## src/rtl/div_pkg.sv

```systemverilog
// Shared types and constants for the iterative RV32M divider.
// Operation and FSM encodings live here so the top, interface and bench agree.
package div_pkg;

   typedef enum logic [1:0] {
      OP_DIV  = 2'b00,
      OP_DIVU = 2'b01,
      OP_REM  = 2'b10,
      OP_REMU = 2'b11
   } div_op_e;

   typedef enum logic [1:0] {
      IDLE = 2'b00,
      CALC = 2'b01,
      FIX  = 2'b10
   } div_state_e;

   // Quotient returned on divide-by-zero; sliced down to the datapath width by users.
   localparam logic [63:0] DIV_ZERO_Q = '1;

   function automatic logic op_is_signed(input div_op_e op);
      return (op == OP_DIV) || (op == OP_REM);
   endfunction

   function automatic logic op_is_rem(input div_op_e op);
      return (op == OP_REM) || (op == OP_REMU);
   endfunction

endpackage

```

## src/rtl/div_unit_if.sv

```systemverilog
// Issue / write-back bundle between the register file, hazard logic and div_unit.
// master = issuing side (register file + hazard unit), slave = the divider.
interface div_unit_if
   import div_pkg::*;
#(
   parameter int DATA_WIDTH    = 32,
   parameter int ADDRESS_WIDTH = 5
);

   logic                     start_i;
   div_op_e                  op_i;
   logic [DATA_WIDTH-1:0]    rs1_i;
   logic [DATA_WIDTH-1:0]    rs2_i;
   logic [ADDRESS_WIDTH-1:0] rd_i;
   logic                     flush_i;
   logic                     busy_o;
   logic                     we_o;
   logic [ADDRESS_WIDTH-1:0] waddr_o;
   logic [DATA_WIDTH-1:0]    wd_o;

   modport master (
      output start_i, op_i, rs1_i, rs2_i, rd_i, flush_i,
      input  busy_o, we_o, waddr_o, wd_o
   );

   modport slave (
      input  start_i, op_i, rs1_i, rs2_i, rd_i, flush_i,
      output busy_o, we_o, waddr_o, wd_o
   );

endinterface

```

## src/rtl/div_step.sv

```systemverilog
// One restoring radix-2 iteration: shift {rem, quo} left, trial-subtract the divisor,
// keep the difference and set the quotient LSB when it does not borrow.
module div_step #(
   parameter int DATA_WIDTH = 32
) (
   input  logic [DATA_WIDTH-1:0] rem_i,
   input  logic [DATA_WIDTH-1:0] quo_i,
   input  logic [DATA_WIDTH-1:0] divisor_i,
   output logic [DATA_WIDTH-1:0] rem_o,
   output logic [DATA_WIDTH-1:0] quo_o
);

   logic [DATA_WIDTH:0] shifted;
   logic [DATA_WIDTH:0] diff;
   logic                ge;
   logic                unused_diff_msb;

   // The shifted partial remainder needs one extra bit before the compare.
   assign shifted = {rem_i, quo_i[DATA_WIDTH-1]};
   assign diff    = shifted - {1'b0, divisor_i};
   assign ge      = (shifted >= {1'b0, divisor_i});

   // After a successful subtract the result is below the divisor, so its MSB is zero.
   assign unused_diff_msb = diff[DATA_WIDTH];

   assign rem_o = ge ? diff[DATA_WIDTH-1:0] : shifted[DATA_WIDTH-1:0];
   assign quo_o = {quo_i[DATA_WIDTH-2:0], ge};

endmodule

```

## src/rtl/div_unit.sv

```systemverilog
// Iterative restoring RV32M divider (DIV/DIVU/REM/REMU), one quotient bit per cycle,
// with divide-by-zero and signed overflow short-circuited straight to sign fix-up.
module div_unit
   import div_pkg::*;
#(
   parameter int DATA_WIDTH    = 32,
   parameter int ADDRESS_WIDTH = 5
) (
   input  logic       clk_i,
   input  logic       rst_ni,
   div_unit_if.slave  bus
);

   localparam int CNT_W = $clog2(DATA_WIDTH) + 1;
   localparam logic [CNT_W-1:0]      LAST_ITER = CNT_W'(DATA_WIDTH - 1);
   localparam logic [DATA_WIDTH-1:0] MIN_NEG   = {1'b1, {(DATA_WIDTH-1){1'b0}}};
   localparam logic [DATA_WIDTH-1:0] ZERO_Q    = DIV_ZERO_Q[DATA_WIDTH-1:0];

   div_state_e               state_q, state_d;
   div_op_e                  op_q;
   logic [ADDRESS_WIDTH-1:0] rd_q;
   logic                     neg_quo_q, neg_rem_q;
   logic                     div_zero_q, ovf_q;
   logic [DATA_WIDTH-1:0]    rs1_q, divisor_q, quo_q, rem_q;
   logic [CNT_W-1:0]         cnt_q;

   logic                     we_q, we_d;
   logic [ADDRESS_WIDTH-1:0] waddr_q, waddr_d;
   logic [DATA_WIDTH-1:0]    wd_q, wd_d;

   logic                     busy, accept;
   logic                     in_signed, rs1_neg, rs2_neg;
   logic                     in_zero, in_ovf;
   logic [DATA_WIDTH-1:0]    rs1_mag, rs2_mag;
   logic [DATA_WIDTH-1:0]    rem_nxt, quo_nxt;
   logic [DATA_WIDTH-1:0]    result;

   function automatic logic [DATA_WIDTH-1:0] negate(input logic [DATA_WIDTH-1:0] x);
      logic signed [DATA_WIDTH-1:0] s;
      s = $signed(x);
      return $unsigned(-s);
   endfunction

   function automatic logic [DATA_WIDTH-1:0] cond_negate(input logic [DATA_WIDTH-1:0] x,
                                                         input logic neg);
      return neg ? negate(x) : x;
   endfunction

   assign busy   = (state_q != IDLE);
   assign accept = bus.start_i && !busy && !bus.flush_i;

   // Operand decode; the magnitude of the most negative value is its own unsigned image.
   assign in_signed = op_is_signed(bus.op_i);
   assign rs1_neg   = in_signed && bus.rs1_i[DATA_WIDTH-1];
   assign rs2_neg   = in_signed && bus.rs2_i[DATA_WIDTH-1];
   assign rs1_mag   = cond_negate(bus.rs1_i, rs1_neg);
   assign rs2_mag   = cond_negate(bus.rs2_i, rs2_neg);
   assign in_zero   = (bus.rs2_i == '0);
   assign in_ovf    = in_signed && (bus.rs1_i == MIN_NEG) && (bus.rs2_i == '1);

   div_step #(
      .DATA_WIDTH (DATA_WIDTH)
   ) u_step (
      .rem_i     (rem_q),
      .quo_i     (quo_q),
      .divisor_i (divisor_q),
      .rem_o     (rem_nxt),
      .quo_o     (quo_nxt)
   );

   always_ff @(posedge clk_i or negedge rst_ni) begin
      if (!rst_ni) begin
         state_q <= IDLE;
      end else begin
         state_q <= state_d;
      end
   end

   always_comb begin
      state_d = state_q;
      unique case (state_q)
         IDLE: begin
            if (accept) begin
               state_d = (in_zero || in_ovf) ? FIX : CALC;
            end
         end
         CALC: begin
            if (bus.flush_i) begin
               state_d = IDLE;
            end else if (cnt_q == LAST_ITER) begin
               state_d = FIX;
            end
         end
         FIX:     state_d = IDLE;
         default: state_d = IDLE;
      endcase
   end

   // Sign fix-up and write-back; a flush during FIX drops the write.
   always_comb begin
      if (div_zero_q) begin
         result = op_is_rem(op_q) ? rs1_q : ZERO_Q;
      end else if (ovf_q) begin
         result = op_is_rem(op_q) ? '0 : MIN_NEG;
      end else if (op_is_rem(op_q)) begin
         result = cond_negate(rem_q, neg_rem_q);
      end else begin
         result = cond_negate(quo_q, neg_quo_q);
      end

      we_d    = 1'b0;
      waddr_d = waddr_q;
      wd_d    = wd_q;
      if ((state_q == FIX) && !bus.flush_i && (rd_q != '0)) begin
         we_d    = 1'b1;
         waddr_d = rd_q;
         wd_d    = result;
      end
   end

   always_ff @(posedge clk_i or negedge rst_ni) begin
      if (!rst_ni) begin
         op_q       <= OP_DIV;
         rd_q       <= '0;
         neg_quo_q  <= 1'b0;
         neg_rem_q  <= 1'b0;
         div_zero_q <= 1'b0;
         ovf_q      <= 1'b0;
         rs1_q      <= '0;
         divisor_q  <= '0;
         quo_q      <= '0;
         rem_q      <= '0;
         cnt_q      <= '0;
         we_q       <= 1'b0;
         waddr_q    <= '0;
         wd_q       <= '0;
      end else begin
         if (accept) begin
            op_q       <= bus.op_i;
            rd_q       <= bus.rd_i;
            neg_quo_q  <= (bus.op_i == OP_DIV) && (rs1_neg ^ rs2_neg);
            neg_rem_q  <= (bus.op_i == OP_REM) && rs1_neg;
            div_zero_q <= in_zero;
            ovf_q      <= in_ovf;
            rs1_q      <= bus.rs1_i;
            divisor_q  <= rs2_mag;
            quo_q      <= rs1_mag;
            rem_q      <= '0;
            cnt_q      <= '0;
         end else if (state_q == CALC) begin
            rem_q <= rem_nxt;
            quo_q <= quo_nxt;
            cnt_q <= cnt_q + CNT_W'(1);
         end
         we_q    <= we_d;
         waddr_q <= waddr_d;
         wd_q    <= wd_d;
      end
   end

   assign bus.busy_o  = busy;
   assign bus.we_o    = we_q;
   assign bus.waddr_o = waddr_q;
   assign bus.wd_o    = wd_q;

endmodule

```

## src/flat_wrapper.sv

```systemverilog
// flat-port wrapper written by rule: the top's interface ports become plain ports
module div_unit_flat import div_pkg::*;
#(
   parameter int DATA_WIDTH    = 32,
   parameter int ADDRESS_WIDTH = 5
)
  (clk_i, rst_ni, bus_start_i, bus_op_i, bus_rs1_i, bus_rs2_i, bus_rd_i, bus_flush_i, bus_busy_o, bus_we_o, bus_waddr_o, bus_wd_o);
  div_unit_if #(.DATA_WIDTH(DATA_WIDTH), .ADDRESS_WIDTH(ADDRESS_WIDTH)) bus_i ();
  input  logic clk_i;
  input  logic rst_ni;
  input wire logic [$bits(bus_i.start_i)-1:0] bus_start_i;
  input wire logic [$bits(bus_i.op_i)-1:0] bus_op_i;
  input wire logic [$bits(bus_i.rs1_i)-1:0] bus_rs1_i;
  input wire logic [$bits(bus_i.rs2_i)-1:0] bus_rs2_i;
  input wire logic [$bits(bus_i.rd_i)-1:0] bus_rd_i;
  input wire logic [$bits(bus_i.flush_i)-1:0] bus_flush_i;
  output wire logic [$bits(bus_i.busy_o)-1:0] bus_busy_o;
  output wire logic [$bits(bus_i.we_o)-1:0] bus_we_o;
  output wire logic [$bits(bus_i.waddr_o)-1:0] bus_waddr_o;
  output wire logic [$bits(bus_i.wd_o)-1:0] bus_wd_o;
  assign bus_i.start_i = bus_start_i;
  assign bus_i.op_i = bus_op_i;
  assign bus_i.rs1_i = bus_rs1_i;
  assign bus_i.rs2_i = bus_rs2_i;
  assign bus_i.rd_i = bus_rd_i;
  assign bus_i.flush_i = bus_flush_i;
  assign bus_busy_o = bus_i.busy_o;
  assign bus_we_o = bus_i.we_o;
  assign bus_waddr_o = bus_i.waddr_o;
  assign bus_wd_o = bus_i.wd_o;
  div_unit #(.DATA_WIDTH(DATA_WIDTH), .ADDRESS_WIDTH(ADDRESS_WIDTH)) u_core (.clk_i(clk_i), .rst_ni(rst_ni), .bus(bus_i));
endmodule
```

## config.mk

```make
export PLATFORM = sky130hd
export DESIGN_NAME = div_unit_flat
export DESIGN_NICKNAME = d
export VERILOG_FILES = /design/src/rtl/div_pkg.sv /design/src/rtl/div_unit_if.sv /design/src/rtl/div_step.sv /design/src/rtl/div_unit.sv /design/src/flat_wrapper.sv
export SDC_FILE = /design/constraint.sdc
export NUM_CORES = 1
export LEC_CHECK = 0
export ABC_AREA = 1
export ABC_CLOCK_PERIOD_IN_PS = 2100
export BUFFER_PORTS_ARGS = -buffer_cell sky130_fd_sc_hd__buf_4
export CAP_MARGIN = 20
export CORE_ASPECT_RATIO = 1.2
export CORE_MARGIN = 2
export CORE_UTILIZATION = 56
export DETAILED_ROUTE_END_ITERATION = 6
export GPL_TIMING_DRIVEN = 1
export PLACE_DENSITY = 0.78
export SLEW_MARGIN = 40
export SYNTH_ARGS = -nofsm -noshare
export SYNTH_HDL_FRONTEND = slang
export SYNTH_SLANG_ARGS = --single-unit
```

## constraint.sdc

```tcl
create_clock -name clk_i -period 2.1 [get_ports clk_i]
set_input_delay 0.105 -clock clk_i [delete_from_list [all_inputs] [get_ports clk_i]]
set_output_delay 0.105 -clock clk_i [all_outputs]
set_load 0.03 [all_outputs]
```

# --- Word level (Yosys, flattened, before mapping) ---
# Cells that the tools add are included.
# W data, S select, Z words.
totals:
  register_bits: 185
  input_bits: 75
  out_inout_bits: 39
  word_cells: 77
classes:
  addsub: 6
  order_cmp: 1
  eq_ne: 10
  muxes: 22
  n_bitwise: 1
  reduce_logical: 22
op_table:
  columns: ["cell", "count"]
  rows:
  - ["$mux W32", 14]
  - ["$neg A32 Y32", 4]
  - ["$eq A32 B32 Y1 const B", 2]
  - ["$ge A33 B32 Y1", 1]
  - ["$logic_not A32 Y1", 1]
  - ["$sub A32 B32 Y32", 1]
  - ["$mux W6", 2]
  - ["$logic_and A1 B1 Y1", 10]
  - ["$eq A2 B2 Y1 const B", 4]
  - ["$mux W2", 4]
  - ["$add A6 B1 Y6 const B", 1]
  - ["$eq A6 B5 Y1 const B", 1]
  - ["$reduce_bool A5 Y1", 1]
  - ["$logic_not A2 Y1", 2]
  - ["$pmux W2 S2", 1]
  - ["$reduce_bool A2 Y1", 2]
  - ["$logic_or A1 B1 Y1", 3]
  - ["$ne A3 B2 Y1 const B", 1]
  - ["$eq A2 B1 Y1 const B", 1]
  - ["$logic_not A1 Y1", 2]
  - ["$ne A2 B1 Y1 const B", 1]
  - ["$reduce_and A2 Y1", 1]
  - ["$mux W1", 1]
  - ["$xor A1 B1 Y1", 1]

# --- Depth between registers and ports, before layout ---
depth:
  word_depth: 8
  mapped_depth: 17

# --- By module ---
# From an unflattened synthesis, not the netlist that was laid out.
hier_totals:
  cells_unflattened: 2327
  hier_area_um2: 14661.6
modules_own_cells:
  columns: ["module", "instances", "cells_per_inst", "area_per_inst_um2", "seq_area_each_um2"]
  rows:
  - ["div_unit", 1, 1645, 11232.0, 4604.4]
  - ["div_step", 1, 682, 3429.5, 0.0]

# --- Worst setup path after synthesis ---
# OpenSTA, ideal clock, no wires.
synth_timing:
  path_kind: "register -> register"
  start: "register u_core.quo_q[31]"
  end: "register u_core.rem_q[30]"
  setup_time_ns: 0.116
  arrival_time_ns: 1.903
  required_time_ns: 1.984
  slack_ns: 0.080
  path_stages_with_launch: 17
  synth_period_minus_slack_ns: 2.020
  cell_sequence: "dfrtp_1 inv_1 ha_1 inv_1 fa_1 nand3_1 nand2_1 nand2_1 nand2_1 nand2_1 nand3_1 nand2_1 nand2_1 nand2_1 nand3_1 nand2_1 nand2_1"
synth_via:
  elab_chain_len: 4
synth_lines:
  columns: ["item", "line_no", "rtl"]
  rows:
  - ["start, declared", "div_unit.sv:24", "logic [DATA_WIDTH-1:0] rs1_q, divisor_q, quo_q, rem_q;"]
  - ["start signal, assigned", "div_unit.sv:147", "quo_q <= rs1_mag;"]
  - ["start signal, assigned", "div_unit.sv:152", "quo_q <= quo_nxt;"]
  - ["$sub A32 B32 Y32 or $ge A33 B32 Y1 (tied branches)", "div_step.sv:20, div_step.sv:21", null]
  - ["$mux W32 *", "div_step.sv:26", "assign rem_o = ge ? diff[DATA_WIDTH-1:0] : shifted[DATA_WIDTH-1:0];"]
  - ["$mux W32 *", "div_unit.sv:150", "end else if (state_q == CALC) begin"]
  - ["$mux W32 *", "div_unit.sv:138", "if (accept) begin"]
  - ["end signal, assigned", "div_unit.sv:151", "rem_q <= rem_nxt;"]
  - ["end, declared", "div_unit.sv:24", null]
# Mark *: on every way between the ends. The rest lies on a longest branch, timed or not. The select of a mux whose other input is x is not followed.
# A chain may end at the register's enable or synchronous reset.

# --- Worst setup path after layout ---
layout_timing:
  start: "register u_core.rem_q[13]"
  end: "register u_core.rem_q[5]"
layout_via:
  elab_chain_len: 4
layout_lines:
  columns: ["item", "line_no", "rtl"]
  rows:
  - ["$ge A33 B32 Y1", "div_step.sv:21", "assign ge = (shifted >= {1'b0, divisor_i});"]
  - ["$mux W32", "div_step.sv:26", null]
  - ["$mux W32", "div_unit.sv:150", null]
  - ["$mux W32", "div_unit.sv:138", null]
# No other way between the ends. The select of a mux whose other input is x is not followed.

==> results.sh <==
export IMPL_ctsLongestPathBuffers=2
export IMPL_fin_cells=2918
export IMPL_drc=0
export IMPL_antenna_found_initial=1
export IMPL_wl_per_cell_um=20.0
export IMPL_area_growth_pct=35.2
export IMPL_synth_edf_count=0
export IMPL_min_period_over_period_pct=107
export IMPL_cts_tree="done"
export IMPL_setup_violations=32
export IMPL_crit_path_max_incr_delay_ns=0.46
export IMPL_status="finished with violations"
export IMPL_cp_max_fo=16
export IMPL_vias=17559
export IMPL_post_synth_cell_area_avg_um2=6.37
export IMPL_grt_setup_unrepaired="yes"
export IMPL_worstSetupPathType="reg -> reg"
export IMPL_fmax_mhz=447
export IMPL_worst_pin_slew_ns=0.627
export IMPL_grt_overflow=0
export IMPL_synth_top_cell_by_area="dfrtp_1"
export IMPL_num_rows=64
export IMPL_synth_area_mm2=0.0144
export IMPL_h_tree_depth=4
export IMPL_cts_sink_count=184
export IMPL_slew_headroom_pct=58.2
export IMPL_crit_required_ns=2.44
export IMPL_grt_first_pass_wirelength_um=87200
export IMPL_die_area_mm2=0.0270
export IMPL_power_mw=37.1
export IMPL_cap_violations=0
export IMPL_crit_buf_inv=3
export IMPL_fp_dieW_um=150
export IMPL_crit_family="simple AND/OR/NAND/NOR gates"
export IMPL_grt_pass1_vias=16464
export IMPL_slowest_stage="dfrtp_2"
export IMPL_yosys_warnings=0
export IMPL_crit_chain="ha_4, a21oi_1, o21ai_1, inv_1, nand2_1, inv_1, nand2_4, nand2_8, buf_6, nand3_1, nand3_2, o21ai_1"
export IMPL_numCtsBuffers=17
export IMPL_grtUsageTotal_pct=41.6
export IMPL_clockRootBuffer="clkbuf_16"
export IMPL_core_mm2=0.0254
export IMPL_synth_async_reset_ratio_pct=100
export IMPL_ys_flop_type="dfrtp_1"
export IMPL_clkLatencyLatePin_ns=0.46
export IMPL_violations="negative hold slack, negative setup slack"
export IMPL_synth_area_leaders="dfrtp_1 (32%), nand2_1 (14%), nand3_1 (9.7%)"
export IMPL_max_vdd_ir_drop_v=0.00151
export IMPL_fin_nets=2689
export IMPL_drive_above_1_share_pct=24.7
export IMPL_yosys_area_top_type_share_pct=32.0
export IMPL_start_kind="register"
export IMPL_ant_nets=0
export IMPL_yosys_top_cells_count="nand2_1 (554), inv_1 (280), nand3_1 (280)"
export IMPL_syn_nets=2369
export IMPL_place_gp_congestion=1.04
export IMPL_grt_max_degree=64
export IMPL_syn_inst=2255
export IMPL_die_y_um=180
export IMPL_first_pass_iters=6
export IMPL_ys_ff_latch=184
export IMPL_holdWs_ns=-0.0103
export IMPL_cp_end_kind="register"
export IMPL_drv_slew=0
export IMPL_cellLeakagePower_nw=9.54
export IMPL_fin_crit_ns=2.24
export IMPL_timing_hold_violations_final=2
export IMPL_wl_um=58200
export IMPL_cp_arrival_ns=2.58
export IMPL_path_clk_slew_ns=0.07
export IMPL_fin_ws_ns=-0.138
export IMPL_synth_most_common_cell="nand2_1"
export IMPL_io_pin_count=114
export IMPL_pre_cts_ws_ns=-0.423
export IMPL_yosysSeqAreaShare_pct=32.0
export IMPL_dp_cells=2832
export IMPL_viasPerCell=6.02
export IMPL_final_setup_skew_ns=0.0109
export IMPL_drt_initial_drc_count=1673
export IMPL_port_buffers=113
export IMPL_dpl_hpwl_um=42700
export IMPL_synthDistinctLibCells=49
export IMPL_holdCritPathClass="in -> reg"
export IMPL_power_per_cell_area_mw_per_mm2=1910
export IMPL_initial_core_util_pct=56.6
[worst reg2reg max path: stages, from the launching register on]
cell and delay (ns):
dfrtp_2 0.46, ha_4 0.27, a21oi_1 0.25, o21ai_1 0.14
inv_1 0.07, nand2_1 0.08, inv_1 0.12, nand2_4 0.09
nand2_8 0.14, buf_6 0.19, nand3_1 0.13, nand3_2 0.11
o21ai_1 0.08
[metrics by stage]
stage | util [%] | cell area, um^2 | setup TNS, ns
2_1_floorplan | - | 14400 | 0
3_3_place_gp | 67.3 | 17100 | -3.82
3_5_place_dp | 67.3 | 17100 | -3.94
4_1_cts | 73.4 | 18600 | -0.00533
5_1_grt | 76.5 | 19400 | -5.14
6_report | 76.5 | 19400 | -2.31
[cells in the final DEF (no fill, tap or decap), types with 12 or more instances in the layout]
master / Yosys / routed
buf_12: 0 / 18
clkbuf_16: 0 / 20
a21oi_2: 1 / 17
inv_1: 280 / 262
nor2_2: 13 / 24
o211ai_1: 12 / 12
nor3_1: 26 / 19
nand3_1: 280 / 252
nor2_1: 272 / 251
dlygate4sd3_1: 0 / 31
nor2_4: 3 / 13
dfrtp_1: 184 / 170
ha_4: 0 / 30
nand2_1: 554 / 503
nand4_1: 56 / 56
inv_2: 8 / 23
xor2_1: 20 / 19
o21ai_1: 24 / 28
nand3_2: 7 / 32
dfrtp_2: 0 / 14
o21ai_0: 171 / 162
a21oi_1: 110 / 90
nand2_2: 7 / 47
a31oi_1: 21 / 21
buf_4: 1 / 325
nand2_4: 2 / 12
[power breakdown]
part	internal (mW)	switching, mW	total, mW
registers	5.28	1.77	7.05
clock network	1.90	1.51	3.41
logic	11.2	15.4	26.6
total	18.4	18.7	37.1
[logic make-up (layout without fill, tap and decap cells)]
family / count (synthesis) / in the layout / synth area share [%]
AND/OR/NAND/NOR: 1240 / 1241 / 37.4
buffers and inverters: 375 / 706 / 10.3
flip-flops: 184 / 184 / 32.0
other: 0 / 1 / 0
AO/OA/AOI/OAI: 384 / 384 / 14.7
adder cells (fa/ha/maj): 39 / 39 / 3.45
XOR/XNOR: 33 / 33 / 2.01
[sequential cells by signal, summed over array words and instances (netlist names)]
name                flops
u_core.quo_q           32
u_core.div_zero_q       1
u_core.rem_q           32
u_core.state_q          2
u_core.ovf_q            1
u_core.bus.wd_o        32
u_core.bus.waddr_o      5
u_core.neg_quo_q        1
u_core.cnt_q            6
u_core.divisor_q       32
u_core.neg_rem_q        1
u_core.rs1_q           32
u_core.op_q             1
u_core.rd_q             5
u_core.bus.we_o         1
[metal layers]
metal | wire [um] | global-route usage (%) | vias up
li1 | - | - | 8065
met5 | 0 | 0 | -
met4 | 5340 | 31.8 | 0
met1 | 20900 | 48.5 | 8157
met3 | 4540 | 6.90 | 299
met2 | 27500 | 67.4 | 1038
[timing repair]
action,CTS,global route
endpoints found under the hold margin,94,0
setup endpoints to repair,33,61
pin swaps,23,61
gates cloned,1,5
hold buffers,31,0
gates resized for setup,106,163
buffers inserted,9,9
[cell type report]
type | count | area (um^2)
tap | 330 | 413
clock buffer | 20 | 447
multi-input combinational | 1697 | 9420
sequential | 184 | 4620
timing repair buffer | 385 | 3290
antenna | 1 | 2.50
fill | 1939 | 5960
inverter | 290 | 1100
clock inverter | 11 | 148
[path summary, 6_finish.rpt]
| kind | to | depth (start not counted) | slack [ns] | from |
|---|---|---|---|---|
| max in group asynchronous | u_core.cnt_q[4] | 3 | 1.11 | rst_ni |
| max reg2reg | u_core.rem_q[5] | 12 | -0.14 | u_core.rem_q[13] |
| min in group asynchronous | u_core.bus.wd_o[29] | 2 | 0.20 | rst_ni |
| max | u_core.rem_q[5] | 12 | -0.14 | u_core.rem_q[13] |
| min reg2reg | u_core.rs1_q[0] | 2 | 0.48 | u_core.rs1_q[0] |
| min | u_core.divisor_q[16] | 3 | -0.01 | bus_rs2_i[16] |
Note: power is estimated with default switching activity, not from simulation.
